## config.mk

```make
export PLATFORM = sky130hd
export DESIGN_NAME = cpu_sequencer
export DESIGN_NICKNAME = d
export VERILOG_FILES = /design/src/rtl/cpu_seq_pkg.sv /design/src/rtl/prog_mem.sv /design/src/rtl/cpu_sequencer.sv
export SDC_FILE = /design/constraint.sdc
export NUM_CORES = 1
export LEC_CHECK = 0
export BUFFER_PORTS_ARGS = -buffer_cell sky130_fd_sc_hd__buf_2
export CORE_MARGIN = 5
export CORE_UTILIZATION = 55
export DETAILED_ROUTE_END_ITERATION = 16
export GPL_TIMING_DRIVEN = 0
export PLACE_DENSITY_LB_ADDON = 0.08
export SLEW_MARGIN = 40
export SYNTH_ARGS = -nofsm -noshare
export SYNTH_HDL_FRONTEND = slang
export SYNTH_SLANG_ARGS = --single-unit
```

## constraint.sdc

```tcl
create_clock -name clk -period 8.2 [get_ports clk]
set_input_delay 1.64 -clock clk [delete_from_list [all_inputs] [get_ports clk]]
set_output_delay 1.64 -clock clk [all_outputs]
set_load 0.005 [all_outputs]
```

## src/rtl/cpu_seq_pkg.sv

```systemverilog
// Shared encodings and sizes for the toy-CPU sequencer and its program memory.
package cpu_seq_pkg;

   localparam int unsigned MEM_DEPTH = 16;
   localparam int unsigned ADDR_W    = 4;
   localparam int unsigned WORD_W    = 8;

   typedef enum logic [1:0] {
      IDLE = 2'b00,
      RUN  = 2'b01,
      STEP = 2'b10,
      HALT = 2'b11
   } state_e;

   typedef enum logic [1:0] {
      CMD_LOAD = 2'b00,
      CMD_RUN  = 2'b01,
      CMD_STEP = 2'b10,
      CMD_HALT = 2'b11
   } cmd_e;

endpackage

```

## src/rtl/prog_mem.sv

```systemverilog
// 16x8 program/data memory: host write on posedge, core write captured on negedge,
// combinational read for the core.
module prog_mem
   import cpu_seq_pkg::*;
(
   input  logic              clk,
   input  logic              rst,
   input  logic              host_we_i,
   input  logic [ADDR_W-1:0] host_addr_i,
   input  logic [WORD_W-1:0] host_wdata_i,
   input  logic              core_we_i,
   input  logic [ADDR_W-1:0] core_addr_i,
   input  logic [WORD_W-1:0] core_wdata_i,
   output logic [WORD_W-1:0] core_rdata_o
);

   logic [WORD_W-1:0] mem_q [MEM_DEPTH];
   logic              pend_tog_q;
   logic              done_tog_q;
   logic [ADDR_W-1:0] pend_addr_q;
   logic [WORD_W-1:0] pend_data_q;
   logic              pend_v;

   // The array has a single (posedge) writer: a core write is latched on the falling
   // edge, forwarded to the read port at once, and folded into the array next posedge.
   always_ff @(negedge clk) begin
      if (rst) begin
         pend_tog_q <= done_tog_q;
      end else if (core_we_i) begin
         pend_tog_q  <= ~pend_tog_q;
         pend_addr_q <= core_addr_i;
         pend_data_q <= core_wdata_i;
      end
   end

   assign pend_v = pend_tog_q ^ done_tog_q;

   always_ff @(posedge clk) begin
      if (rst) begin
         for (int unsigned i = 0; i < MEM_DEPTH; i++) begin
            mem_q[i[ADDR_W-1:0]] <= '0;
         end
         done_tog_q <= pend_tog_q;
      end else begin
         if (pend_v) begin
            mem_q[pend_addr_q] <= pend_data_q;
            done_tog_q         <= pend_tog_q;
         end
         if (host_we_i) begin
            mem_q[host_addr_i] <= host_wdata_i;
         end
      end
   end

   assign core_rdata_o = (pend_v && (pend_addr_q == core_addr_i)) ? pend_data_q
                                                                  : mem_q[core_addr_i];

endmodule

```

## src/rtl/cpu_sequencer.sv

```systemverilog
// Run control for the 4-bit toy CPU: IDLE/RUN/STEP/HALT sequencing with a cycle budget,
// a saturating executed-cycle counter and ownership of the program memory.
module cpu_sequencer
   import cpu_seq_pkg::*;
#(
   parameter int unsigned CNT_W = 16
) (
   input  logic                clk,
   input  logic                rst,
   input  logic                host_cmd_valid,
   output logic                host_cmd_ready,
   input  logic [1:0]          host_cmd,
   input  logic [ADDR_W-1:0]   host_addr,
   input  logic [WORD_W-1:0]   host_data,
   output logic                cpu_rst,
   output logic                cpu_hold,
   input  logic [ADDR_W-1:0]   cpu_addr,
   input  logic                cpu_we,
   input  logic [WORD_W-1:0]   cpu_wdata,
   output logic [WORD_W-1:0]   cpu_rdata,
   output logic [1:0]          state_o,
   output logic [CNT_W-1:0]    cycle_count
);

   state_e            state_q, state_d;
   logic              rst_q;
   logic              hold_q;
   logic [CNT_W-1:0]  cnt_q, cnt_d;
   logic [WORD_W-1:0] budget_q, budget_d;
   logic [WORD_W-1:0] rem_q, rem_d;
   logic              clr_cnt;
   logic              accept;
   cmd_e              cmd;

   assign cmd = cmd_e'(host_cmd);

   always_comb begin
      host_cmd_ready = 1'b0;
      unique case (state_q)
         IDLE, HALT: host_cmd_ready = 1'b1;
         RUN:        host_cmd_ready = (cmd == CMD_HALT);
         default:    host_cmd_ready = 1'b0;
      endcase
   end

   assign accept = host_cmd_valid & host_cmd_ready;

   always_comb begin
      state_d  = state_q;
      budget_d = budget_q;
      rem_d    = rem_q;
      clr_cnt  = 1'b0;
      unique case (state_q)
         IDLE, HALT: begin
            if (accept) begin
               unique case (cmd)
                  CMD_RUN: begin
                     state_d  = RUN;
                     budget_d = host_data;
                     rem_d    = host_data;
                     clr_cnt  = (state_q == IDLE);
                  end
                  CMD_STEP: begin
                     state_d = STEP;
                     clr_cnt = (state_q == IDLE);
                  end
                  CMD_HALT: begin
                     if (state_q == HALT) state_d = IDLE;
                  end
                  default: ;
               endcase
            end
         end
         RUN: begin
            // Host halt and budget expiry land on the same edge: both mean HALT.
            if (accept || ((budget_q != '0) && (rem_q == 8'd1))) begin
               state_d = HALT;
            end else if (budget_q != '0) begin
               rem_d = rem_q - 8'd1;
            end
         end
         STEP: state_d = HALT;
         default: state_d = IDLE;
      endcase
   end

   always_comb begin
      cnt_d = cnt_q;
      if (clr_cnt) begin
         cnt_d = '0;
      end else if (!hold_q && (cnt_q != '1)) begin
         cnt_d = cnt_q + 1'b1;
      end
   end

   always_ff @(posedge clk) begin
      if (rst) begin
         state_q  <= IDLE;
         rst_q    <= 1'b1;
         hold_q   <= 1'b1;
         cnt_q    <= '0;
         budget_q <= '0;
         rem_q    <= '0;
      end else begin
         state_q  <= state_d;
         rst_q    <= (state_d == IDLE);
         hold_q   <= (state_d == IDLE) || (state_d == HALT);
         cnt_q    <= cnt_d;
         budget_q <= budget_d;
         rem_q    <= rem_d;
      end
   end

   assign cpu_rst     = rst_q;
   assign cpu_hold    = hold_q;
   assign state_o     = state_q;
   assign cycle_count = cnt_q;

   prog_mem u_prog_mem (
      .clk          (clk),
      .rst          (rst),
      .host_we_i    (accept && (cmd == CMD_LOAD)),
      .host_addr_i  (host_addr),
      .host_wdata_i (host_data),
      .core_we_i    (cpu_we && !hold_q),
      .core_addr_i  (cpu_addr),
      .core_wdata_i (cpu_wdata),
      .core_rdata_o (cpu_rdata)
   );

endmodule

```

# Yosys cells after proc, flatten, opt, wreduce, memory -nomap -nowiden
# Memories as Yosys holds them, arrays and structs flattened.
# Cells that the tools add are included.
[word_totals]
elab_cells = 87
mem_bits_ro = 0
memories = 1
register_bits = 50
latch_bits = 0
mem_bits_rw = 128
inputBits = 30
[op_classes]
n_eq_ne = 14
reduce_logical = 23
order_cmp = 0
div_mod_pow = 0
add_sub_neg = 2
shift = 0
mul = 0
bitwise = 4
muxes = 33
[memory_table]
columns = ["memory", "depth", "width", "rd", "rd_clocked_by_memory_dff", "write_ports", "line_no", "text"]
rows = [
  ["u_prog_mem.mem_q", 16, 8, 1, 0, 16, "prog_mem.sv:17", "logic [WORD_W-1:0] mem_q [MEM_DEPTH];"],
]
[ops]
columns = ["operator", "n"]
rows = [
  ["2-to-1 mux 8 bit", 7],
  ["2-to-1 mux 1 bit", 17],
  ["adder 16 x 1 -> 16 bit (second input constant)", 1],
  ["!= test 16 bit (second input constant)", 1],
  ["case mux 8 bit (2 select lines)", 1],
  ["OR reduction 8 bit", 2],
  ["case mux 2 bit (3 select lines)", 2],
  ["== test 2 bit (second input constant)", 5],
  ["== test 8 x 1 -> 1 bit (second input constant)", 1],
  ["2-to-1 mux 4 bit", 2],
  ["nonzero test 8 bit", 1],
  ["subtractor 8 x 1 -> 8 bit (second input constant)", 1],
  ["zero test 2 bit", 3],
  ["2-to-1 mux 2 bit", 3],
  ["!= test 2 bit (second input constant)", 3],
  ["nonzero test 2 bit", 3],
  ["OR reduction 2 bit", 3],
  ["logical AND 1 bit", 5],
  ["AND reduction 5 bit", 1],
  ["== test 2 x 1 -> 1 bit (second input constant)", 2],
  ["== test 4 bit", 1],
  ["AND reduction 3 bit", 1],
  ["logical OR 1 bit", 2],
  ["!= test 2 x 1 -> 1 bit (second input constant)", 1],
  ["other kinds (6)", 7],
]

# Depth between registers and ports, before layout
[logic_depth]
depth_word = 10
ltp_mapped = 9

# Modules after synthesis
# From an unflattened synthesis, not the netlist that was laid out.
[unflattened]
cells_unflattened = 734
hier_area_um2 = 9360.2
[modules_own_cells]
columns = ["mod", "cells_per_inst", "area_each_um2", "n_inst"]
rows = [
  ["prog_mem", 483, 7284.5, 1],
  ["cpu_sequencer", 251, 2075.7, 1],
]

==> impl_metrics.yaml <==
synthesis:
  synth_top_area_share: 0.463
  synth_top_area_cell: "edfxtp_1"
  post-synth-top-count-cell: "edfxtp_1"
  synth_ff_type: "edfxtp_1"
  synth_edf_count: 142
  synth_seq_area_share: 0.541
  avgSynthCellArea_um2: 13.1
  synth_seq_cells: 178
  syn_inst: 701
  synth_area_leaders: "edfxtp_1 46%, a22o_1 12%, mux4_2 9.8%, dfxtp_1 7.8%, nor2_1 2.0%"
  synthDistinctLibCells: 61
  ys_warn_count: 0
  synthTopCellsByCount: "142 x edfxtp_1, 128 x a22o_1, 50 x nor2_1, 40 x mux4_2, 37 x clkbuf_1"
  netlist_area_um2: 9210
  syn_nets: 743
  synthArstFlopShare: 0
timing:
  hold_viol: 0
  rsz0062_at_grt: "no"
  skew_ps: 38.1
  maxSlewViolCount: 0
  tns_ps: 0
  setup_violations: 0
  relSlewSlack: 0.412
  tightest_slew_ps: 875
layout:
  final_cell_count_no_fill: 1014
  final_cell_area_um2: 10400
  syn_to_final_growth_pct: 13.4
  nets: 823
  drive_gt1_frac: 0.223
  num_antenna_cells: 0
setup_path:
  setup.worst_path.start_class: "flip-flop"
  required_ps: 6560
  critPathKind: "reg2out"
  cp-end-kind: "output port"
  cp.arrival_ps: 6300
  crit_fanout: 8
status:
  status: "finished, final reports clean"
die:
  std_cell_rows: 47
  die_area_um2: 19400
  core-area_um2: 16500
  start_util: 0.557
  die-width_um: 139
  dieHeight_um: 139
  num_io_pins: 59
routing:
  wire_per_inst_um: 27.2
  vias: 6998
  first_pass_iters: 5
  vias_per_cell: 6.90
  wirelength_um: 27500
  drc_errors: 0
  drtAntennaViolNets: 0
  first_iter_violations: 829
global_routing:
  grt_max_degree: 17
  grt_remaining_overflow: 0
  first_global_vias: 6900
  grtUsageTotal: 0.284
  grt_pass1_wl_um: 41400
  antenna_found_initial: 0
power_and_ir_drop:
  power_leakage_nw: 3.78
  irDropWorstVdd_uv: 183
  powerDensity_nw_per_um2: 232
clock_tree:
  cts_root_buffer: "clkbuf_16"
  clk_pin_slew_ps: 70
  insertion_delay_ps: 470
  htreeDepth: 4
  cts_hold_buffers: 0
  cts_sinks: 178
  max-clock-path-buffers: 2
  cts_tree: "done"
  numCtsBuffers: 17
  cts_resized: 0
placement:
  gp_congestion: 0.967
  io_buffers: 48
  placed_cell_area_um2: 9780
  dp_hpwl_um: 18800
  dpl.cell_count: 969
flow_run:
  drv_cap: 0
min_path:
  hold_class: "reg2reg"
==> per-layer routing <==
layer	track usage	up-vias	part of all wire
met3	0.0545	103	0.086
met5	0	-	0
met1	0.376	3483	0.39
met4	0.132	0	0.048
li1	-	2951	-
met2	0.455	461	0.47
==> critical path, cell delays in order (launching register included) <==
cell and delay [ps]:
edfxtp_1 490, xnor2_1 180, nand2_1 100, nor4_4 280, buf_12 180, mux2_2 360
buf_2 130
==> report_power, final <==
| part | internal [W] | switching [W] |
|---|---|---|
| sequential | 0.00104 | 0.0000399 |
| clock | 0.000433 | 0.000384 |
| combinational | 0.000218 | 0.000300 |
| total | 0.00170 | 0.000723 |
==> sequential cells by signal (all words and copies together), names as in the netlist <==
name                    flops
u_prog_mem.pend_tog_q       1
cycle_count                16
cpu_hold                    1
u_prog_mem.done_tog_q       1
rem_q                       8
cpu_rst                     1
u_prog_mem.pend_data_q      8
u_prog_mem.pend_addr_q      4
budget_q                    8
state_o                     2
u_prog_mem.mem_q          128
==> cell families after synthesis <==
logic type | synth area share
buf+inv | 0.0391
compound gates | 0.175
xor+xnor | 0.0209
mux | 0.111
fa+ha+maj | 0.0163
simple gates | 0.0967
flops | 0.541
==> final timing paths <==
check / start / endpoint / slack (ps) / cells after the start
min reg2reg: budget_q[7] / budget_q[7] / 460 / 2
max reg2reg: u_prog_mem.pend_tog_q / u_prog_mem.mem_q[1][4] / 1670 / 5
max: u_prog_mem.pend_addr_q[0] / cpu_rdata[6] / 260 / 6
min: budget_q[7] / budget_q[7] / 460 / 2
==> per-stage QoR <==
stage,setup slack (ps),power (W),util,hold slack [ps]
final,263,0.00242,0.632,463
after detailed placement,401,0.00162,0.592,447
after floorplan,754,0.00146,-,429
after global placement,146,0.00160,0.588,438
after CTS,20.0,0.00241,0.628,462
after global routing,179,0.00251,0.632,479
==> placed cells by master, fill, tap and decap left out, types with 6 or more instances in the layout <==
| cell type | instances |
|---|---|
| o21ai_0 | 9 |
| nand2b_1 | 10 |
| ha_1 | 12 |
| clkbuf_16 | 17 |
| nand2_1 | 32 |
| buf_2 | 51 |
| nor2_1 | 43 |
| clkbuf_8 | 6 |
| inv_1 | 22 |
| a211o_1 | 8 |
| nor3_1 | 6 |
| clkbuf_1 | 40 |
| nand4_1 | 7 |
| nor2_2 | 8 |
| a22o_1 | 128 |
| mux4_2 | 40 |
| xnor2_1 | 14 |
| nor3_2 | 13 |
| a21oi_1 | 25 |
| nand3_1 | 13 |
| edfxtp_1 | 142 |
| mux2_2 | 8 |
| dfxtp_1 | 36 |
| buf_1 | 14 |
| xor2_1 | 8 |
==> cell type report <==
class | instances | area [um2]
repair buffers | 49 | 260
clock inverters | 25 | 169
flip-flops and latches | 178 | 4980
well taps | 220 | 275
clock buffers | 20 | 437
multi-input cells | 449 | 3960
fillers | 1264 | 6080
plain buffers | 64 | 324
inverters | 9 | 33.8
==> repair_timing <==
action                     in CTS  in global routing
setup endpoints to repair       8                  8
gates cloned                    0                  0
pin swaps                       1                  1
setup buffers                   0                  1
No activity file was read; power rests on OpenSTA's default activity.
